===== config.mk =====
export PLATFORM = sky130hd
export DESIGN_NAME = uart_tx_mmio_flat
export DESIGN_NICKNAME = d
export VERILOG_FILES = /design/src/rtl/uart_tx_mmio_if.sv /design/src/rtl/uart_tx_mmio.sv /design/src/flat_wrapper.sv
export SDC_FILE = /design/constraint.sdc
export NUM_CORES = 1
export LEC_CHECK = 0
export BUFFER_PORTS_ARGS = -buffer_cell sky130_fd_sc_hd__clkbuf_2
export CAP_MARGIN = 20
export CORE_MARGIN = 5
export CORE_UTILIZATION = 55
export CTS_BUF_LIST = sky130_fd_sc_hd__clkbuf_4
export CTS_CLUSTER_DIAMETER = 200
export DETAILED_ROUTE_END_ITERATION = 12
export HOLD_SLACK_MARGIN = 0.12
export PLACE_DENSITY = 0.77
export RECOVER_POWER = 25
export SLEW_MARGIN = 20
export SYNTH_ARGS = -nofsm -noshare
export SYNTH_HDL_FRONTEND = slang
export SYNTH_SLANG_ARGS = --single-unit

===== constraint.sdc =====
create_clock -name clk -period 7.1 [get_ports clk]
set_input_delay 0 -clock clk [delete_from_list [all_inputs] [get_ports clk]]
set_output_delay 0 -clock clk [all_outputs]
set_load 0.01 [all_outputs]

===== src/rtl/uart_tx_mmio_if.sv =====
// Bus access interface for the memory-mapped UART transmitter.
// The CPU side is the master and the peripheral side is the slave.
interface uart_tx_mmio_if;
  logic        bus_en;
  logic        bus_we;
  logic        bus_addr;
  logic [7:0]  bus_wdata;
  logic [31:0] bus_rdata;

  modport master (output bus_en, bus_we, bus_addr, bus_wdata, input bus_rdata);
  modport slave  (input bus_en, bus_we, bus_addr, bus_wdata, output bus_rdata);
endinterface


===== src/rtl/uart_tx_mmio.sv =====
// Memory-mapped 8N1 UART transmitter with a small byte FIFO and a polled status register.
// STATUS = {28'b0, overflow, empty, full, busy}; DATA writes enqueue bytes for transmission.
module uart_tx_mmio #(
  parameter int CLK_DIV    = 104,
  parameter int FIFO_DEPTH = 4
) (
  input  logic            clk,
  input  logic            resetn,
  uart_tx_mmio_if.slave   bus,
  output logic            tx
);
  localparam int AW = $clog2(FIFO_DEPTH);
  localparam int BW = $clog2(CLK_DIV);
  localparam logic [BW-1:0] BAUD_LAST = BW'(CLK_DIV - 1);
  localparam logic [AW:0]   DEPTH_C   = (AW + 1)'(FIFO_DEPTH);

  typedef enum logic [1:0] {IDLE, START, DATA, STOP} state_t;

  logic [7:0]    mem [FIFO_DEPTH];
  logic [AW-1:0] rd_ptr;
  logic [AW-1:0] wr_ptr;
  logic [AW:0]   count;
  logic          overflow;

  state_t        state;
  logic [BW-1:0] baud;
  logic [2:0]    bit_idx;
  logic [7:0]    shift;

  logic full, empty, busy, data_wr, status_rd, push, pop;

  assign full      = (count == DEPTH_C);
  assign empty     = (count == '0);
  assign busy      = (state != IDLE) || !empty;
  assign data_wr   = bus.bus_en && bus.bus_we && !bus.bus_addr;
  assign status_rd = bus.bus_en && !bus.bus_we && bus.bus_addr;
  // Full is judged on the pre-edge count, so a same-cycle pop never rescues a push.
  assign push      = data_wr && !full;
  assign pop       = !empty && ((state == IDLE) || ((state == STOP) && (baud == BAUD_LAST)));

  always_ff @(posedge clk) begin
    if (push) mem[wr_ptr] <= bus.bus_wdata;
  end

  always_ff @(posedge clk or negedge resetn) begin
    if (!resetn) begin
      rd_ptr        <= '0;
      wr_ptr        <= '0;
      count         <= '0;
      overflow      <= 1'b0;
      bus.bus_rdata <= '0;
    end else begin
      if (push) wr_ptr <= wr_ptr + 1'b1;
      if (pop)  rd_ptr <= rd_ptr + 1'b1;
      case ({push, pop})
        2'b10:   count <= count + 1'b1;
        2'b01:   count <= count - 1'b1;
        default: count <= count;
      endcase
      if (data_wr && full) overflow <= 1'b1;
      else if (status_rd)  overflow <= 1'b0;
      if (bus.bus_en && !bus.bus_we)
        bus.bus_rdata <= bus.bus_addr ? {28'b0, overflow, empty, full, busy} : 32'd0;
    end
  end

  always_ff @(posedge clk or negedge resetn) begin
    if (!resetn) begin
      state   <= IDLE;
      tx      <= 1'b1;
      baud    <= '0;
      bit_idx <= '0;
      shift   <= '0;
    end else begin
      case (state)
        IDLE: begin
          if (pop) begin
            shift <= mem[rd_ptr];
            tx    <= 1'b0;
            baud  <= '0;
            state <= START;
          end
        end
        START: begin
          if (baud == BAUD_LAST) begin
            baud    <= '0;
            bit_idx <= '0;
            tx      <= shift[0];
            state   <= DATA;
          end else begin
            baud <= baud + 1'b1;
          end
        end
        DATA: begin
          if (baud == BAUD_LAST) begin
            baud <= '0;
            if (bit_idx == 3'd7) begin
              tx    <= 1'b1;
              state <= STOP;
            end else begin
              shift   <= shift >> 1;
              tx      <= shift[1];
              bit_idx <= bit_idx + 1'b1;
            end
          end else begin
            baud <= baud + 1'b1;
          end
        end
        STOP: begin
          if (baud == BAUD_LAST) begin
            baud <= '0;
            // Chain straight into the next start bit when more data is queued.
            if (pop) begin
              shift <= mem[rd_ptr];
              tx    <= 1'b0;
              state <= START;
            end else begin
              state <= IDLE;
            end
          end else begin
            baud <= baud + 1'b1;
          end
        end
        default: state <= IDLE;
      endcase
    end
  end
endmodule

===== src/flat_wrapper.sv =====
// flat-port wrapper written by rule: the top's interface ports become plain ports
module uart_tx_mmio_flat 
#(
  parameter int CLK_DIV    = 104,
  parameter int FIFO_DEPTH = 4
)
  (clk, resetn, tx, bus_bus_en, bus_bus_we, bus_bus_addr, bus_bus_wdata, bus_bus_rdata);
  uart_tx_mmio_if bus_i ();
  input  logic clk;
  input  logic resetn;
  output logic tx;
  input wire logic [$bits(bus_i.bus_en)-1:0] bus_bus_en;
  input wire logic [$bits(bus_i.bus_we)-1:0] bus_bus_we;
  input wire logic [$bits(bus_i.bus_addr)-1:0] bus_bus_addr;
  input wire logic [$bits(bus_i.bus_wdata)-1:0] bus_bus_wdata;
  output wire logic [$bits(bus_i.bus_rdata)-1:0] bus_bus_rdata;
  assign bus_i.bus_en = bus_bus_en;
  assign bus_i.bus_we = bus_bus_we;
  assign bus_i.bus_addr = bus_bus_addr;
  assign bus_i.bus_wdata = bus_bus_wdata;
  assign bus_bus_rdata = bus_i.bus_rdata;
  uart_tx_mmio #(.CLK_DIV(CLK_DIV), .FIFO_DEPTH(FIFO_DEPTH)) u_core (.clk(clk), .resetn(resetn), .bus(bus_i), .tx(tx));
endmodule

==> flow_summary.toml <==
[final_layout]
nets = 333
multiInputGateArea_sq_mm = 0.001299
fin_area_sq_mm = 0.003572
fin_cells = 385
seq_area_sq_mm = 0.001788
antenna_cells = 0
n_fill_cell = 475
drive_above_1_share_pct = 14.52
syn2layout_area_growth_pct = 8.226

[sta]
worstMarginPinSlew_ns = 1.779
slew_headroom_pct = -18.57
fin_crit_sh_pct = 36.40
setup_violations = 0
tns_ns = 0
rsz0062_at_grt = "false"
finalHoldViolations = 0
skew_ns = 0.01677
hold_slack_ns = 0.3722
min_period_ns = 2.584
setup_ws_ns = 4.516
fmax_mhz = 387.0
finalMaxSlewViolations = 34

[drt]
dr.pass1.iters = 4
ant_nets = 0
wl_mm = 5.381
drc = 0
wl_per_cell_microns = 13.98
drt_iter0_drc = 140
vias = 1997
vias_per_cell = 5.187

[placed_design]
dpl_worst_slack_ns = 4.571
gp_congestion = 0.8510
hpwl_mm = 3.668
numPlacedInstances = 355
io_buffers = 17
placed_area_sq_mm = 0.003322

[clock_tree]
worst_setup_hold_path_clk_slew_ns = 0.12
cts_root_buf = "clkbuf_4"
cts_tree = "done"
clkLatencyLatePin_ns = 0.41
post_cts_buffers = 0
cts_made_buffers = 9
cts_resized = 0
clock_path_buffers = 2
hold_buffers = 14
htreeDepth = 3
numClockSinks = 65

[synth]
synth_edf_count = 32
synthArstFlopShare_pct = 50.77
yosysWarnings = 0
ys_ff_latch = 65
syn_avg_cell_area_sq_um = 12.05
ys.flop_type = "edfxtp_1"
synth_cells = 274
synth_cell_type_count = 47
syn_area_sq_mm = 0.003301
seq_area_frac_synth_pct = 54.17

[setup_path]
crit_required_ns = 7.43
path_max_fanout = 10
end_kind = "flop"
cp_data_arrival_time_ns = 2.92
crit_type = "reg -> reg"
worst_setup_path_start_kind = "flop"

[min_path]
hp-class = "in -> reg"

[die]
core_sq_mm = 0.005886
die_x_microns = 87.47
io-pin-count = 46
dieHeight_microns = 87.47
dieArea_sq_mm = 0.007650
start_util_pct = 56.08
fp-row-count = 28

[global_routing]
grt_pass1_wl_mm = 9.128
grt_max_degree = 34
gr-usage-all-layers_pct = 15.95
gr-total-overflow = 0
antenna_found_initial = 0
grt_pass1_vias = 1921

[job]
cap_violations = 1

[outcome]
violations = "max-capacitance violations, max-slew violations"
status = "complete, but fails checks"

[power]
p_per_area_mw_per_mm2 = 348.3
p_leak_uw = 0.001487
peakVddDrop_v = 0.0002510
==> metal layers <==
layer  track usage [%]  part of all wire (%)
met5                 0                     0
met2             25.14                    48
met4             6.695                   1.3
met1             20.44                    45
met3             4.920                   5.4
==> power breakdown <==
part | internal [uW] | total, uW | switching [uW]
Sequential | 479 | 565 | 85.7
Combinational | 215 | 460 | 244
Clock | 74.1 | 220 | 146
==> Yosys cell counts, types with 2 or more instances <==
library cell,n,area [sq um]
a22o_1,2,17.52
nand4_1,2,12.51
and2_1,5,31.28
buf_2,3,15.01
clkbuf_1,6,22.52
nor3_1,3,15.01
ha_1,14,175.2
nand2_1,34,127.6
nor2_1,9,33.78
nand2b_1,3,18.77
o21ai_0,18,90.09
xnor2_1,2,17.52
a31oi_1,4,25.02
and3_1,3,18.77
a22oi_1,3,22.52
mux2_2,9,101.4
inv_1,15,56.30
xor2_1,4,35.03
a21o_1,3,22.52
a21oi_1,3,15.01
mux4_2,8,180.2
dfrtp_1,32,800.8
mux2i_1,2,20.02
nand3_1,5,25.02
buf_4,28,210.2
edfxtp_1,32,960.9
o31ai_1,2,15.01
==> placed cells by master, fill, tap and decap left out, drive strengths merged, types with 2 or more instances in the layout <==
master	Yosys	layout
a21o	3	3
a21oi	3	3
a22o	2	2
a22oi	3	3
a31oi	4	4
and2	5	5
and3	3	3
clkbuf	6	26
clkinv	0	3
clkinvlp	0	2
conb	1	28
dfrtp	32	32
dlygate4sd3	0	14
edfxtp	32	32
ha	14	14
inv	15	17
mux2	9	9
mux2i	2	2
mux4	8	8
nand2	34	34
nand2b	3	3
nand3	5	5
nand4	2	2
nor2	9	9
nor3	3	3
nor3b	2	2
o21ai	18	18
o31ai	2	2
xnor2	2	2
xor2	4	4
==> through the flow <==
step	utilization (%)	total power (uW)
6_report	60.69	1244
5_1_grt	60.69	1343
3_3_place_gp	56.44	1004
2_1_floorplan	-	934.6
4_1_cts	60.88	1253
3_5_place_dp	56.44	1025
==> sequential cells by signal, indices dropped and copies added, names as in the netlist <==
register and count:
u_core.baud 7, u_core.bit_idx 3, u_core.bus.bus_rdata 4, u_core.count 3, u_core.mem 32, u_core.overflow 1
u_core.rd_ptr 2, u_core.shift 8, u_core.state 2, u_core.tx 1, u_core.wr_ptr 2
==> logic make-up after synthesis <==
family                     synth area share (%)
buffers and inverters                     9.552
adders and majority gates                 5.914
other                                    0.1136
DFF                                       54.17
muxes                                     9.136
xor gates and xnor gates                  1.592
AOI/OAI and AO/OA                         9.098
and+or+nand+nor                           10.42
==> critical path, cell delays in order (launching register included) <==
cell	delay [ns]
dfrtp_1	0.40
ha_1	0.26
and3_1	0.38
a31oi_1	0.17
nor2_1	0.24
ha_1	0.23
inv_1	0.06
fa_1	0.37
xor2_1	0.15
nor2_1	0.11
xor2_1	0.15
==> final timing paths <==
path	from	to	slack [ns]	depth (start not counted)
max	u_core.baud[0]	u_core.count[2]	4.52	10
min	bus_bus_wdata[5]	u_core.mem[1][5]	0.37	2
max reg2reg	u_core.baud[0]	u_core.count[2]	4.52	10
min reg2reg	u_core.bit_idx[0]	u_core.bit_idx[0]	0.51	1
max in group asynchronous	resetn	u_core.wr_ptr[1]	5.48	2
min in group asynchronous	resetn	u_core.bit_idx[1]	0.59	2
==> layout make-up <==
class                      count  area share [%]
multi-input combinational    183           36.36
inverter                      15           1.576
clock buffer                   9           1.891
timing repair buffer          31           5.989
tap                           75           2.627
sequential                    65           50.05
clock inverter                 7           1.506
(Power assumes the default switching activity.)
